### config.mk
export PLATFORM = sky130hd
export DESIGN_NAME = instr_feed_unit
export DESIGN_NICKNAME = d
export VERILOG_FILES = /design/src/rtl/instr_feed_unit.sv
export SDC_FILE = /design/constraint.sdc
export NUM_CORES = 1
export LEC_CHECK = 0
export ABC_AREA = 1
export CORE_UTILIZATION = 45
export DETAILED_ROUTE_END_ITERATION = 16
export PLACE_DENSITY = 0.68
export SLEW_MARGIN = 40
export SYNTH_ARGS = -nofsm -noshare
export SYNTH_HDL_FRONTEND = slang
export SYNTH_SLANG_ARGS = --single-unit
### constraint.sdc
create_clock -name clk -period 4.1 [get_ports clk]
set_clock_uncertainty 0.05 [all_clocks]
set_input_delay 0.82 -clock clk [delete_from_list [all_inputs] [get_ports clk]]
set_output_delay 0.82 -clock clk [all_outputs]
set_load 0.05 [all_outputs]
### src/rtl/instr_feed_unit.sv
// Instruction feed unit: buffers a short program loaded word-by-word, then
// presents registered opcodes to the processor by fetch address until HLT.
module instr_feed_unit #(
  parameter int unsigned DEPTH      = 16,
  parameter logic [7:0]  NOP_OPCODE = 8'h00,
  parameter logic [7:0]  HLT_OPCODE = 8'hFF
) (
  input  logic       clk,
  input  logic       reset,
  input  logic       load_valid,
  input  logic [7:0] load_data,
  input  logic       load_last,
  output logic       load_ready,
  input  logic       start,
  input  logic [3:0] program_counter,
  output logic [7:0] opcode,
  output logic       run,
  output logic       halted,
  output logic [4:0] prog_len,
  output logic       err
);

  localparam int unsigned AW = 4;
  localparam int unsigned LW = 5;
  localparam int unsigned DW = 8;

  typedef enum logic [1:0] {
    ST_IDLE = 2'd0,
    ST_LOAD = 2'd1,
    ST_RUN  = 2'd2,
    ST_HALT = 2'd3
  } state_t;

  state_t          r_state;
  state_t          w_state_nxt;
  logic [DW-1:0]   r_mem [DEPTH];
  logic [LW-1:0]   r_wr_ptr;
  logic [LW-1:0]   r_prog_len;
  logic [DW-1:0]   r_opcode;
  logic            r_load_ready;
  logic            r_run;
  logic            r_halted;
  logic            r_err;

  logic [LW-1:0]   w_wr_ptr_nxt;
  logic [LW-1:0]   w_prog_len_nxt;
  logic [DW-1:0]   w_opcode_nxt;
  logic            w_load_ready_nxt;
  logic            w_err_nxt;
  logic            w_mem_we;
  logic [AW-1:0]   w_mem_addr;
  logic            w_accept;
  logic            w_full_wr;
  logic            w_drain;
  logic [DW-1:0]   w_fetch;

  assign w_accept  = load_valid & r_load_ready;
  assign w_full_wr = (r_wr_ptr == LW'(DEPTH - 1));
  // After the last address is written, LOAD lingers one cycle with ready low
  // so a trailing word is dropped instead of starting a new program.
  assign w_drain   = (r_wr_ptr == LW'(DEPTH));
  assign w_fetch   = ({1'b0, program_counter} < r_prog_len) ? r_mem[program_counter]
                                                             : HLT_OPCODE;

  // State register
  always_ff @(posedge clk) begin
    if (!reset) begin
      r_state <= ST_IDLE;
    end else begin
      r_state <= w_state_nxt;
    end
  end

  // Next-state logic
  always_comb begin
    w_state_nxt = r_state;
    case (r_state)
      ST_IDLE: begin
        if (w_accept) begin
          if (!load_last) w_state_nxt = ST_LOAD;
        end else if (start && (r_prog_len != '0)) begin
          w_state_nxt = ST_RUN;
        end
      end
      ST_LOAD: begin
        if (w_drain || (w_accept && load_last)) w_state_nxt = ST_IDLE;
      end
      ST_RUN: begin
        if (w_fetch == HLT_OPCODE) w_state_nxt = ST_HALT;
      end
      ST_HALT: begin
        if (start) w_state_nxt = ST_IDLE;
      end
      default: w_state_nxt = ST_IDLE;
    endcase
  end

  // Output and datapath next values
  always_comb begin
    w_wr_ptr_nxt   = r_wr_ptr;
    w_prog_len_nxt = r_prog_len;
    w_opcode_nxt   = NOP_OPCODE;
    w_err_nxt      = 1'b0;
    w_mem_we       = 1'b0;
    w_mem_addr     = '0;
    case (r_state)
      ST_IDLE: begin
        if (w_accept) begin
          w_mem_we       = 1'b1;
          w_wr_ptr_nxt   = LW'(1);
          w_prog_len_nxt = load_last ? LW'(1) : '0;
        end else if (start && (r_prog_len == '0)) begin
          w_err_nxt = 1'b1;
        end
      end
      ST_LOAD: begin
        if (w_accept) begin
          w_mem_we     = 1'b1;
          w_mem_addr   = r_wr_ptr[AW-1:0];
          w_wr_ptr_nxt = r_wr_ptr + LW'(1);
          if (load_last || w_full_wr) w_prog_len_nxt = r_wr_ptr + LW'(1);
        end
      end
      ST_RUN:  w_opcode_nxt = w_fetch;
      ST_HALT: w_opcode_nxt = start ? NOP_OPCODE : HLT_OPCODE;
      default: w_opcode_nxt = NOP_OPCODE;
    endcase
    w_load_ready_nxt = (w_state_nxt == ST_IDLE) ||
                       ((w_state_nxt == ST_LOAD) && (w_wr_ptr_nxt < LW'(DEPTH)));
  end

  // Registered outputs and pointers
  always_ff @(posedge clk) begin
    if (!reset) begin
      r_wr_ptr     <= '0;
      r_prog_len   <= '0;
      r_opcode     <= NOP_OPCODE;
      r_load_ready <= 1'b1;
      r_run        <= 1'b0;
      r_halted     <= 1'b0;
      r_err        <= 1'b0;
    end else begin
      r_wr_ptr     <= w_wr_ptr_nxt;
      r_prog_len   <= w_prog_len_nxt;
      r_opcode     <= w_opcode_nxt;
      r_load_ready <= w_load_ready_nxt;
      r_run        <= (w_state_nxt == ST_RUN);
      r_halted     <= (w_state_nxt == ST_HALT);
      r_err        <= w_err_nxt;
    end
  end

  // Program memory is never cleared; a zero prog_len hides stale contents
  always_ff @(posedge clk) begin
    if (reset && w_mem_we) r_mem[w_mem_addr] <= load_data;
  end

  assign load_ready = r_load_ready;
  assign opcode     = r_opcode;
  assign run        = r_run;
  assign halted     = r_halted;
  assign prog_len   = r_prog_len;
  assign err        = r_err;

endmodule

# --- Word level (Yosys, flattened, before mapping) ---
# Memories as Yosys holds them, arrays and structs flattened.
# Cells that the tools add are included.
op_classes:
  add_sub_neg: 1
  magnitude_cmp: 2
  n_eq_ne: 12
  muxes: 25
  bitwise_logic: 3
  n_reduce_logical: 16
op_table:
  columns: ["operator", "n"]
  rows:
  - ["5-bit two-way mux", 5]
  - ["5-bit case mux with 2 select lines", 2]
  - ["8-bit two-way mux", 2]
  - ["8-bit case mux with 2 select lines", 1]
  - ["2-bit two-way mux", 6]
  - ["2-bit equality test, second input constant", 4]
  - ["8-bit equality test, second input constant", 1]
  - ["4-bit two-way mux", 2]
  - ["2-bit case mux with 4 select lines", 1]
  - ["1-bit two-way mux", 6]
  - ["2-bit != test, second input constant", 3]
  - ["5-bit by 1-bit adder with 5-bit output, second input constant", 1]
  - ["5-bit by 4-bit equality test with 1-bit output, second input constant", 1]
  - ["5-bit equality test, second input constant", 1]
  - ["1-bit logical AND", 5]
  - ["5-bit zero test", 1]
  - ["4-bit by 5-bit less-than comparator with 1-bit output", 1]
  - ["5-bit less-than comparator, second input constant", 1]
  - ["5-bit nonzero test", 1]
  - ["2-bit by 1-bit equality test with 1-bit output, second input constant", 2]
  - ["2-bit zero test", 2]
  - ["4-bit AND reduction", 1]
  - ["1-bit logical OR", 3]
  - ["3-bit OR reduction", 1]
  - ["other kinds (4)", 5]
word_totals:
  register_bits: 24
  ramBits: 128
  input_bits: 17
  output_inout_bits: 17
  word_cells: 68
  memories: 1
mem_list:
  columns: ["name", "depth", "word_bits", "rd", "rd_ports_with_merged_regs", "wr", "line", "rtl"]
  rows:
  - ["r_mem", 16, 8, 1, 0, 1, "36", "logic [DW-1:0] r_mem [DEPTH];"]

# --- Depth between registers and ports, before layout ---
# Gate-level depths: netlist of run 1.
logic_depth:
  word_depth: 8
  depth_mapped: 17
  mapped_depth_nobuf: 14

# --- Least setup slack after synthesis of run 1 ---
# Ideal clock, no wire load.
synth_path:
  path_kind: "input -> register"
  startpoint: "input load_valid"
  endpoint: "memory r_mem[3][0], enable pin"
  setup_time_ns: 0.370
  arrival_time_ns: 2.039
  t_required_ns: 3.680
  slack_ns: 1.640
  stages: 8
  n_path_buf: 0
  cell_sequence: "nand2_1 nor2_1 inv_1 nor2_1 inv_1 nor3_1 nand2_1 nor2_1"
synth_via:
  elab_chain_cells: 6
  elab_cells_between_ends: 8
  classes_between: "mux: 6; bitwise: 1; reduce/logical: 1"
synth_lines:
  columns: ["element", "line", "rtl"]
  rows:
  - ["start: declaration", "10", "input logic load_valid,"]
  - ["1-bit bitwise AND *", "57", "assign w_accept = load_valid & r_load_ready;"]
  - ["1-bit two-way mux", "108, 117", null]
  - ["1-bit two-way mux", null, null]
  - ["1-bit logical AND", "155", "if (reset && w_mem_we) r_mem[w_mem_addr] <= load_data;"]
  - ["1-bit two-way mux", "155", null]
  - ["1-bit two-way mux (implied by the code)", "155", null]
  - ["end: declaration", "36", null]
# Every way passes the cells marked *; elsewhere a longest branch is shown, timed or not.

# --- Final worst setup path of run 1 ---
layout_path:
  startpoint: "input program_counter[1]"
  endpoint: "register r_load_ready (netlist: load_ready)"
layout_via:
  elab_chain_cells: 8
  elab_cells_between_ends: 10
  classes_between: "order compare: 1; eq/ne: 2; mux: 3; reduce/logical: 3; memory: 1"
layout_lines:
  columns: ["element", "line", "rtl"]
  rows:
  - ["start: declaration", "15", "input logic [3:0] program_counter,"]
  - ["memory 16 x 8 bit / 4-bit by 5-bit less-than comparator with 1-bit output (equally long branches)", null, null]
  - ["8-bit two-way mux *", "62", "assign w_fetch = ({1'b0, program_counter} < r_prog_len) ? r_mem[program_counter]"]
  - ["8-bit equality test *", "89", "if (w_fetch == HLT_OPCODE) w_state_nxt = ST_HALT;"]
  - ["2-bit two-way mux *", "89", null]
  - ["2-bit case mux with 4 select lines *", "77", "case (r_state)"]
  - ["2-bit by 1-bit equality test with 1-bit output", "129", "((w_state_nxt == ST_LOAD) && (w_wr_ptr_nxt < LW'(DEPTH)));"]
  - ["1-bit logical AND", "129", null]
  - ["1-bit logical OR *", "128", "w_load_ready_nxt = (w_state_nxt == ST_IDLE) ||"]
  - ["end signal: assignment", "146", "r_load_ready <= w_load_ready_nxt;"]
  - ["end: declaration", "40", "logic r_load_ready;"]
# Marks and branches as above.
# A chain may end at the register's enable or synchronous reset.

==> results of run 1 <==
## area by class of cell
type | instances | area (sq um) | area share
clock buffer | 18 | 429 | 0.0573
clock inverter | 14 | 181 | 0.0242
inverter | 48 | 180 | 0.0241
multi-input combinational | 382 | 1750 | 0.233
sequential | 152 | 4320 | 0.578
tap | 180 | 225 | 0.0301
timing repair buffer | 43 | 400 | 0.0535
## cell families (layout without fill, tap and decap cells)
family,Yosys count,count (layout),synth area share
xor gates and xnor gates,1,1,0.00137
buffers and inverters,74,123,0.0530
and+or+nand+nor,319,319,0.209
adders and majority gates,6,6,0.0117
DFF,152,152,0.676
AOI/OAI and AO/OA,56,56,0.0498
## worst max-delay path: cells and delay by family
family / cells / cell delay, ns
AO/OA/AOI/OAI: 1 / 0.10
AND/OR/NAND/NOR: 10 / 0.95
buffers and inverters: 4 / 1.32
## through the flow
| stage | area (sq um) | cells | hold slack (ns) | power, mW | utilization |
|---|---|---|---|---|---|
| 6_report | 7490 | 837 | 0.463 | 4.04 | 0.539 |
| 5_1_grt | 7490 | 837 | 0.494 | 4.18 | 0.539 |
| 4_1_cts | 7480 | 837 | 0.466 | 4.05 | 0.539 |
| 3_5_place_dp | 6870 | 805 | 0.457 | 2.47 | 0.495 |
| 3_3_place_gp | 6870 | 805 | 0.459 | 2.45 | 0.495 |
| 2_1_floorplan | 6400 | 608 | 0.434 | 2.26 | - |
## report_power, final
part           total, mW  internal [mW]  switching (mW)  leakage, nW
Clock               1.60           1.01           0.588        0.293
Sequential          1.78           1.74          0.0427         1.35
Combinational      0.653          0.198           0.455         1.13
## how the worst max path moves through the flow
stage,start,endpoint,slack (ns),depth (start not counted)
final,program_counter[1],load_ready,1.17,15
after detailed placement,program_counter[1],load_ready,0.79,14
after floorplan,load_valid,r_mem[3][0],1.64,8
after global routing,program_counter[1],load_ready,0.95,15
after CTS,load_valid,r_mem[15][1],1.21,9
after global placement,load_valid,r_mem[15][3],0.81,9
## cell usage after synthesis
library cell  count
nand4_1           3
buf_2            16
o31ai_1           1
inv_1            45
nor2_2            1
dfxtp_1          24
buf_1             1
o21ai_0          18
a31oi_1           1
a22oi_1           2
nand2_2           1
nor4_1            1
nand3b_1          2
clkbuf_1          3
a21oi_1          18
edfxtp_1        128
o211ai_1          9
xor2_1            1
nor3_1            3
nand3_1          89
nand2_1         155
ha_1              6
buf_4             1
clkinv_1          1
o21ai_1           4
a211oi_1          3
buf_6             5
nor2_1           64
inv_2             2
## state kept, by name, summed over array words and instances, names as in the netlist
register    flops
r_mem         128
opcode          8
prog_len        5
r_wr_ptr        5
r_state         2
err             1
halted          1
load_ready      1
run             1
## routing by layer
metal | vias to the layer above | global-route usage | part of all wire | wire length [microns]
li1 | 2152 | - | - | -
met1 | 2139 | 0.269 | 0.42 | 5910
met2 | 149 | 0.353 | 0.51 | 7130
met3 | 17 | 0.0526 | 0.063 | 883
met4 | 0 | 0.0795 | 0.013 | 182
met5 | - | 0 | 0 | 0
==> results.sh, run 1 <==
export IMPL_port_buffers=33
export IMPL_nFillCells=1200
export IMPL_syn_instance_count=608
export IMPL_die_area_sq_um=14700
export IMPL_clock_sinks=152
export IMPL_syn_area_sq_um=6400
export IMPL_critPathRequiredTime_ns=4.37
export IMPL_clkTransAtPathRegs_ns=0.06
export IMPL_fin_nets=667
export IMPL_cts_setup_buffers=0
export IMPL_grt_max_degree=73
export IMPL_dp_hpwl_microns=9390
export IMPL_worstPathCellList="clkdlybuf4s50_1 > inv_2 > buf_4 > nor2_1 > o21ai_0 > nand3_1 > nand3_1 > nand3_1 > nand2_1 > nor2_1 > nand2_1 > nand2_2 > nand3_1 > nand2_1 > inv_1"
export IMPL_grt_pass1_vias=4325
export IMPL_core_area_sq_um=13900
export IMPL_period_share=0.715
export IMPL_wl_per_cell_microns=16.9
export IMPL_layout_common_cells="nand2_1 (155), edfxtp_1 (128), nand3_1 (89), nor2_1 (61), inv_1 (45)"
export IMPL_rr_worst_depth=8
export IMPL_grt_pass1_wl_microns=22800
export IMPL_synth_nets=631
export IMPL_antennaDiodeCount=0
export IMPL_cts_root_buf="clkbuf_16"
export IMPL_die_h_microns=121
export IMPL_vias=4457
export IMPL_hold_start="prog_len[3]"
export IMPL_end_kind="register"
export IMPL_cts_made_buffers=17
export IMPL_first_iter_violations=330
export IMPL_rsz0062_at_grt="false"
export IMPL_r2r_setup_slack_ns=1.22
export IMPL_ys_seq_area_frac=0.676
export IMPL_cp_slowest_cell="clkdlybuf4s50_1"
export IMPL_fin_setup_tns_ns=0
export IMPL_via_per_inst=5.32
export IMPL_grt_overflow_total=0
export IMPL_critPathMaxFanout=12
export IMPL_track_usage=0.213
export IMPL_cpMostUsedCell="nand3_1"
export IMPL_timing_fmax_ghz=0.341
export IMPL_drive_above_1_share=0.0731
export IMPL_hold_viol=0
export IMPL_drv_slew=0
export IMPL_synth_largest_area_cell="edfxtp_1"
export IMPL_die_w_microns=121
export IMPL_finalWeightedCongestion=0.884
export IMPL_ir_drop_mv=0.380
export IMPL_holdPathStages=2
export IMPL_synth_cell_type_count=29
export IMPL_hold_end="prog_len[3]"
export IMPL_r2r_end="r_mem[2][1]"
export IMPL_postLayoutSetupSlackWorst_ns=1.17
export IMPL_ys_ff_latch=152
export IMPL_dpl_worst_slack_ns=0.788
export IMPL_htreeDepth=4
export IMPL_power_density_nw_per_um2=539
export IMPL_cts_resized=0
export IMPL_start_util=0.461
export IMPL_clk_latency_ns=0.42
export IMPL_slew_headroom=0.470
export IMPL_cts_tree="done"
export IMPL_worst_slew_pin_slew_ns=0.791
export IMPL_maxCapViolations=0
export IMPL_clk_path_buf_depth=2
export IMPL_max_stage_delay_ns=0.79
export IMPL_ant_nets=0
export IMPL_arrival_ns=3.21
export IMPL_yosysWarnings=0
export IMPL_netlist_area_leader_share=0.600
export IMPL_layout_commonest_cell="nand2_1"
export IMPL_routed_wl_microns=14100
export IMPL_hold_buffers=0
export IMPL_critical_path_class="in -> reg"
export IMPL_setup_viol=0
export IMPL_ios=34
export IMPL_antenna_found_initial=0
export IMPL_drt_first_pass_iters=5
export IMPL_reg2reg_from="r_state[0]"
export IMPL_status="completed"
export IMPL_rows=43
export IMPL_avgSynthCellArea_sq_um=10.5
export IMPL_fin_crit_ns=2.93
export IMPL_worst_hold_path_type="reg -> reg"
export IMPL_syn_to_final_growth_pct=16.9
export IMPL_cp_start_kind="input pin"
export IMPL_drc=0
export IMPL_power_leakage_nw=2.78
export IMPL_yosys_top_cells_area="edfxtp_1 (60%), nand2_1 (9.1%), dfxtp_1 (7.5%)"
No activity file was read; power rests on OpenSTA's default activity.
==> run 2, diff against run 1 <==
- PLACE_DENSITY: 0.68 -> 0.7
- clock period: 4.1 -> 2.63 ns (I/O delays scaled with it)
==> run 2 against run 1 <==
Compared with the run above:
- non-clock buffer count grew 27
- critical endpoint is now prog_len[0]
- critical path depth is 14 lower
- die area stayed put
- combinational power rose by 70%
- worst setup slack worse by 0.81 ns
- hold slack gained 0.0052 ns
- largest cell class unchanged
- wire length grew 6.9%
- critical path type is now reg -> out
- clock power rose by 56%
==> results.sh, run 2 (synthesis gave the netlist of run 1 again) <==
export IMPL_status="completed"
export IMPL_power_density_nw_per_um2=827
export IMPL_finalWeightedCongestion=0.977
export IMPL_r2r_setup_slack_ns=0.51
export IMPL_wl_per_cell_microns=17.5
export IMPL_worst_slew_pin_slew_ns=0.792
export IMPL_critPathRequiredTime_ns=2.05
export IMPL_rsz0062_at_grt="false"
export IMPL_arrival_ns=1.69
export IMPL_rr_worst_depth=11
export IMPL_first_iter_violations=449
export IMPL_grt_pass1_wl_microns=23800
export IMPL_via_per_inst=5.44
export IMPL_layout_cells_non_filler=864
export IMPL_cp_start_kind="register"
export IMPL_grt_overflow_total=0
export IMPL_fin_setup_tns_ns=0
export IMPL_vias=4698
export IMPL_reg2reg_from="prog_len[2]"
export IMPL_fin_nets=694
export IMPL_clk_latency_ns=0.42
export IMPL_port_buffers=33
export IMPL_dp_cells=832
export IMPL_syn_to_final_growth_pct=20.6
export IMPL_critPathMaxFanout=5
export IMPL_die_h_microns=121
export IMPL_track_usage=0.221
export IMPL_fin_hold_ws_ns=0.468
export IMPL_cts_root_buf="clkbuf_16"
export IMPL_hold_viol=0
export IMPL_drive_above_1_share=0.102
export IMPL_critical_path_class="reg -> out"
export IMPL_clock_sinks=152
export IMPL_clkTransAtPathRegs_ns=0.06
export IMPL_worstPathCellList="clkdlybuf4s50_1"
export IMPL_regArea_sq_um=4320
export IMPL_drv_slew=0
export IMPL_hold_end="prog_len[3]"
export IMPL_worst_hold_path_type="reg -> reg"
export IMPL_max_flop_register="r_mem"
export IMPL_place_area_sq_um=7110
export IMPL_antennaDiodeCount=0
export IMPL_drt_first_pass_iters=5
export IMPL_ant_nets=0
export IMPL_period_share=0.863
export IMPL_htreeDepth=4
export IMPL_routed_wl_microns=15100
export IMPL_die_w_microns=121
export IMPL_r2r_end="run"
export IMPL_cts_setup_buffers=0
export IMPL_multiInputGateArea_sq_um=1740
export IMPL_grt_max_degree=50
export IMPL_ir_drop_mv=0.560
export IMPL_hold_buffers=0
export IMPL_max_stage_delay_ns=0.85
export IMPL_largest_reg_flops=128
export IMPL_path_delay_family="buffers and inverters"
export IMPL_cts_made_buffers=17
export IMPL_holdPathStages=2
export IMPL_worst_path_buf_inv=1
export IMPL_timing_fmax_ghz=0.441
export IMPL_drc=0
export IMPL_start_util=0.461
export IMPL_stdcell_area_sq_um=7720
export IMPL_rows=43
export IMPL_hold_start="prog_len[3]"
export IMPL_ios=34
export IMPL_slew_headroom=0.471
export IMPL_cp_slowest_cell="clkdlybuf4s50_1"
export IMPL_antenna_found_initial=0
export IMPL_layout_commonest_cell="nand2_1"
export IMPL_fin_crit_ns=2.27
export IMPL_maxCapViolations=0
export IMPL_clk_path_buf_depth=2
export IMPL_dp_hpwl_microns=10200
export IMPL_cts_resized=0
export IMPL_grt_pass1_vias=4611
export IMPL_nFillCells=1184
export IMPL_layout_common_cells="nand2_1 (155), edfxtp_1 (128), nand3_1 (89), nor2_1 (64), inv_1 (45)"
export IMPL_setup_viol=0
export IMPL_power_leakage_nw=2.93
export IMPL_end_kind="output port"
export IMPL_core_area_sq_um=13900
export IMPL_cts_tree="done"
export IMPL_die_area_sq_um=14700
==> run 2: changes by cell type in the layout (fill, tap and decap cells not counted), sizes merged <==
cell / change
inv: +1
buf: +27
clkinvlp: -1
clkinv: -2
clkbuf: +2
==> run 2: cell type report <==
type | count | share of cell area
Clock buffer | 20 | 0.0566
Sequential cell | 152 | 0.560
Clock inverter | 12 | 0.0227
Multi-Input combinational cell | 382 | 0.225
Inverter | 48 | 0.0233
Timing Repair Buffer | 70 | 0.0830
Tap cell | 180 | 0.0292
==> run 2: through the flow <==
| stage | setup slack (ns) | utilization | total power [mW] |
|---|---|---|---|
| after floorplan | 0.270 | - | 3.52 |
| after global placement | -0.0102 | 0.512 | 3.92 |
| after detailed placement | 0.0100 | 0.512 | 3.92 |
| after CTS | 0.343 | 0.556 | 6.42 |
| after global routing | 0.253 | 0.556 | 6.60 |
| final | 0.360 | 0.556 | 6.38 |
==> run 2: where the power goes <==
group	leakage (nW)	switching, mW	internal (mW)	total, mW
clock network	0.292	0.917	1.58	2.50
registers	1.35	0.0551	2.72	2.77
logic	1.29	0.753	0.359	1.11
==> run 2: routing by layer <==
metal  track usage  wire, microns  up-vias
li1              -              -     2218
met3        0.0456            901       44
met4         0.110            458        0
met5             0              0        -
met2         0.364           7460      199
met1         0.276           6260     2237
==> run 2: worst max-delay path by stage <==
stage | start | endpoint | cells past startpoint
CTS | prog_len[0] | prog_len[0] | 1
floorplan | load_ready | r_mem[3][0] | 8
detailed placement | program_counter[2] | run | 11
global route | program_counter[2] | run | 11
finish | prog_len[0] | prog_len[0] | 1
global placement | program_counter[2] | run | 11
==> run 2: worst register-to-register path: stages (launching register included) <==
cell     delay (ns)
dfxtp_1        0.37
inv_1          0.09
ha_1           0.29
a21oi_1        0.14
o21ai_0        0.12
nor2_2         0.33
nand3_1        0.17
nand2_1        0.10
nor2_1         0.04
nand2_1        0.07
nand2_2        0.06
a21oi_1        0.20
==> RTL change 1 (config.mk and constraints of run 1) <==
Make the reset (`reset`) asynchronous in 2 clocked blocks.
--- a/src/rtl/instr_feed_unit.sv
+++ b/src/rtl/instr_feed_unit.sv
@@ -64,5 +64,5 @@
 
   // State register
-  always_ff @(posedge clk) begin
+  always_ff @(posedge clk or negedge reset) begin
     if (!reset) begin
       r_state <= ST_IDLE;
@@ -131,5 +131,5 @@
 
   // Registered outputs and pointers
-  always_ff @(posedge clk) begin
+  always_ff @(posedge clk or negedge reset) begin
     if (!reset) begin
       r_wr_ptr     <= '0;
Formal check against the unedited RTL: differs if reset is asserted again (counterexample within 4 cycles, from zero or initial values and one cycle with reset low); with reset held inactive, the same outputs for 10 cycles.
==> RTL change 1 against run 1 <==
Sequential cell count did not move. Design area rose by 0.40%. Critical path type unchanged. Setup slack got worse by 0.11 ns. Critical endpoint is now r_mem[14][4]. Clock power fell by 6%. Synthesized area rose by 0.72%. Global-route usage rose by 0.14 points. Critical path depth fell by 6. Routed wire length rose by 2.4%. Total power rose by 3.2%. Count of clock-buffer cells in the layout rose by 3. First-iteration DRC count rose by 31%. Die area rose by 0.72%.
==> RTL change 1: results (changes against run 1) <==
| Metric | Value |
|---|---|
| Status | completed |
| FF-to-FF Start | load_ready |
| FF-to-FF setup slack | 1.39 ns (+0.17 ns) |
| Met2 Usage GRT | 33.06% (-2.2 points) |
| Multi-input gate area | 1698 µm² (-2.7%) |
| Slew @ Worst Pin | 0.8484 ns (+0.05690 ns) |
| Inverter count | 43 (-10%) |
| Pin count of the biggest net entering global routing | 72 (-1.4%) |
| Clkbuf count | 21 (+3) |
| Met3 wire length | 628 µm (-29%) |
| R2R Path End | r_mem[14][4] |
| Worst VDD drop | 0.3343 mV (-12%) |
| Post-synth top area share | 59.62% (-0.43 points) |
| FFs & Latches | 152 (unchanged) |
| Adder-Cell Fraction of Synth Area | 1.164% (-0.0084 points) |
| Final hold slack | 0.5074 ns (+0.04430 ns) |
| Metal-1 WL | 6.493 mm (+9.8%) |
| Slowest CP cell | nor2_1 |
| Vias | 4359 (-2.2%) |
| Peak fanout along the critical path | 10 (-2) |
| Asr flop ratio synth | 15.79% (+16 points) |
| Multi-input gate count | 374 (-2.1%) |
| FF/Latch Area | 4446 µm² (+2.8%) |
| CP top delay family | simple AND/OR/NAND/NOR gates |
| Share of cells above drive strength 1 | 7.276% (-0.030 points) |
| First-pass GRT wire length | 22.92 mm (+0.39%) |
| Final RePlAce weighted congestion | 0.9281 (+5.0%) |
| Post-Synth XOR/XNOR Area | 0.1358% (-0.00098 points) |
| Non-clk buf share | 5.527% (+0.18 points) |
| Non-CTS buffers | 45 (+4.7%) |
| Min-delay src | prog_len[0] |
| Vias in the first global route | 4347 (+0.51%) |
| Crit path DAT | 3.05 ns (-0.16 ns) |
| Met2 WL post-DR | 6.930 mm (-2.8%) |
| Synth top area cells | edfxtp_1 (60%), nand2_1 (9.3%), dfrtp_1 (8.9%) |
| Syn Inst Count | 595 (-2.1%) |
| Critical Path Max Stage Delay | 0.54 ns (-0.25 ns) |
| GRT met3 Usage | 4.307% (-0.96 points) |
| Final HPWL DP | 9.483 mm (+1.0%) |
RTL change 1: cell types whose count changed after synthesis, sizes merged, moves of 2 or more:
cell,before,now
inv,47,42
dfrtp,0,23
nor2,65,63
dfxtp,24,0
clkbuf,3,6
nand2,156,161
a21oi,18,6
o211ai,9,7
a22oi,2,0
a211oi,3,0
nand3,89,91
nand3b,2,0
buf,23,20
o21ai,22,27
RTL change 1: cells by family after synthesis:
kind of cell,after synthesis
buffers and inverters,69
XOR/XNOR,1
adder cells (fa/ha/maj),6
flip-flops,152
AO/OA/AOI/OAI,43
AND/OR/NAND/NOR,324
RTL change 1: where the power goes:
part / switching (W) / leakage (nW) / total (W) / internal (W)
Sequential: 0.0000570 / 1.46 / 0.00184 / 0.00178
Clock: 0.000565 / 0.281 / 0.00151 / 0.000945
Combinational: 0.000576 / 1.18 / 0.000821 / 0.000245
RTL change 1: tightest hold or removal path, cell delays in order (launching register included):
cell and delay [ns]:
dfrtp_1 0.40, nand2_1 0.07, o31ai_1 0.06
==> RTL change 2 (config.mk and constraints of run 1) <==
Without the edit above. `DEPTH`: 16 -> 32.
--- a/src/rtl/instr_feed_unit.sv
+++ b/src/rtl/instr_feed_unit.sv
@@ -2,5 +2,5 @@
 // presents registered opcodes to the processor by fetch address until HLT.
 module instr_feed_unit #(
-  parameter int unsigned DEPTH      = 16,
+  parameter int unsigned DEPTH      = 32,
   parameter logic [7:0]  NOP_OPCODE = 8'h00,
   parameter logic [7:0]  HLT_OPCODE = 8'hFF
Function: changed (Yosys sat finds a counterexample within 4 cycles, from zero or initial values and one cycle with reset low).
==> RTL change 2 against run 1 <==
Sequential cell count did not move. Count of clock-buffer cells in the layout is 1 lower. Setup slack worse by 0.36 ns. Combinational power is 16% higher. Total power rose by 2.7%. Synthesized area up 0.33%. Design area is essentially flat. Routed wire length increased by 14%. Critical path type unchanged. Critical endpoint unchanged. Highest routed layer unchanged.
==> RTL change 2: results (changes against run 1) <==
| Metric | Value |
|---|---|
| Fillers | 1234 (+2.8%) |
| Number of flops mapped to enable cells by yosys | 128 (unchanged) |
| Pin count of the biggest net entering global routing | 64 (-12%) |
| First-pass GRT wire length | 24.90 mm (+9.0%) |
| 1st-iter DRT viols | 498 (+51%) |
| Syn avg cell area | 10.23 µm² (-2.9%) |
| Final HPWL DP | 10.22 mm (+8.9%) |
| Final cell count without fillers | 855 (+2.2%) |
| Synth unique cells | 24 (-17%) |
| Worst VDD drop | 0.3334 mV (-12%) |
| Syn. warnings | 0 (unchanged) |
| Share of cells above drive strength 1 | 6.519% (-0.79 points) |
| Leak Pwr | 2.866 nW (+3.3%) |
| Synth top area cells | edfxtp_1 (60%), nand2_1 (10%), dfxtp_1 (7.5%) |
| Peak fanout along the critical path | 17 (+5) |
| DR vias/cell | 5.447 (+2.3%) |
| Pre-CTS setup slack | 0.4804 ns (-0.3075 ns) |
| Status | completed |
| Total Wirelength | 16.06 mm (+14%) |
| Final RePlAce weighted congestion | 0.9825 (+11%) |
| Crit path DAT | 3.61 ns (+0.40 ns) |
| P_int | 0.002930 W (-0.67%) |
| GRT Total Usage | 23.54% (+2.3 points) |
| FF-to-FF setup slack | 1.39 ns (+0.17 ns) |
| Vias in the first global route | 4525 (+4.6%) |
| Gate power share | 18.3% (+2.1 points) |
| Fin nets | 685 (+2.7%) |
| Crit path time final | 3.289 ns (+0.3564 ns) |
| Asr flop ratio synth | 0% (unchanged) |
| Critical Path Max Stage Delay | 0.93 ns (+0.14 ns) |
| CP top delay family | simple AND/OR/NAND/NOR gates |
| Worst Hold Endpoint | prog_len[1] |
| R2R Path End | r_mem[1][2] |
| Seq/Total Area, Yosys | 67.33% (-0.22 points) |
| Post-synth net total | 651 (+3.2%) |
| Top reg by flops | r_mem |
| Slew @ Worst Pin | 0.8148 ns (+0.02335 ns) |
| N_diodes | 0 (unchanged) |
| Min-delay src | prog_len[1] |
| Initial antenna violation count | 0 (unchanged) |
| Placed cell count | 823 (+2.2%) |
| Final hold slack | 0.4564 ns (-0.006735 ns) |
| Post-synth top cells | nand2_1 (175), edfxtp_1 (128), nand3_1 (90) |
[RTL change 2: cell types whose count changed after synthesis, sizes merged, moves of 4 or more]
cell | run 1 | this run
a21oi | 18 | 22
inv | 47 | 57
nand2 | 156 | 175
nor2 | 65 | 59
o211ai | 9 | 4
[RTL change 2: cell type report]
| type | instances | area, µm² | area share [%] |
|---|---|---|---|
| sequential | 152 | 4324 | 57.73 |
| multi-input combinational | 392 | 1738 | 23.20 |
| clock buffer | 17 | 425.4 | 5.679 |
| timing repair buffer | 40 | 380.4 | 5.078 |
| tap | 180 | 225.2 | 3.007 |
| inverter | 59 | 221.5 | 2.956 |
| clock inverter | 15 | 176.4 | 2.355 |
[RTL change 2: metrics by stage]
stage	util [%]	total power [W]	cell area (µm²)
global route	53.97	0.004288	7491
CTS	54.04	0.004157	7501
finish	53.97	0.004146	7491
floorplan	-	0.002320	6422
global placement	49.70	0.002568	6899
detailed placement	49.70	0.002575	6899
[RTL change 2: worst max path at each step]
stage                             from           end  cells after the start
floorplan                   load_valid  r_mem[10][0]                      6
global placement    program_counter[2]    load_ready                     13
detailed placement  program_counter[2]    load_ready                     13
CTS                 program_counter[2]        halted                     12
global route        program_counter[2]    r_state[0]                     12
finish              program_counter[2]    load_ready                     13
[RTL change 2: logic make-up after synthesis]
logic type | count (synthesis) | synth area share (%)
compound gates | 51 | 4.208
simple gates | 335 | 21.68
fa+ha+maj | 6 | 1.169
flops | 152 | 67.33
buf+inv | 84 | 5.611
[RTL change 2: tightest hold or removal path: stages, from the launching register on]
cell and delay [ns]:
dfxtp_1 0.31, inv_1 0.09, a21oi_1 0.07
[RTL change 2: per-layer routing]
metal | part of all wire (%) | GRT usage (%)
met3 | 8.5 | 4.746
met1 | 42 | 31.49
met2 | 48 | 37.25
met5 | 0 | 0
met4 | 2.2 | 10.03
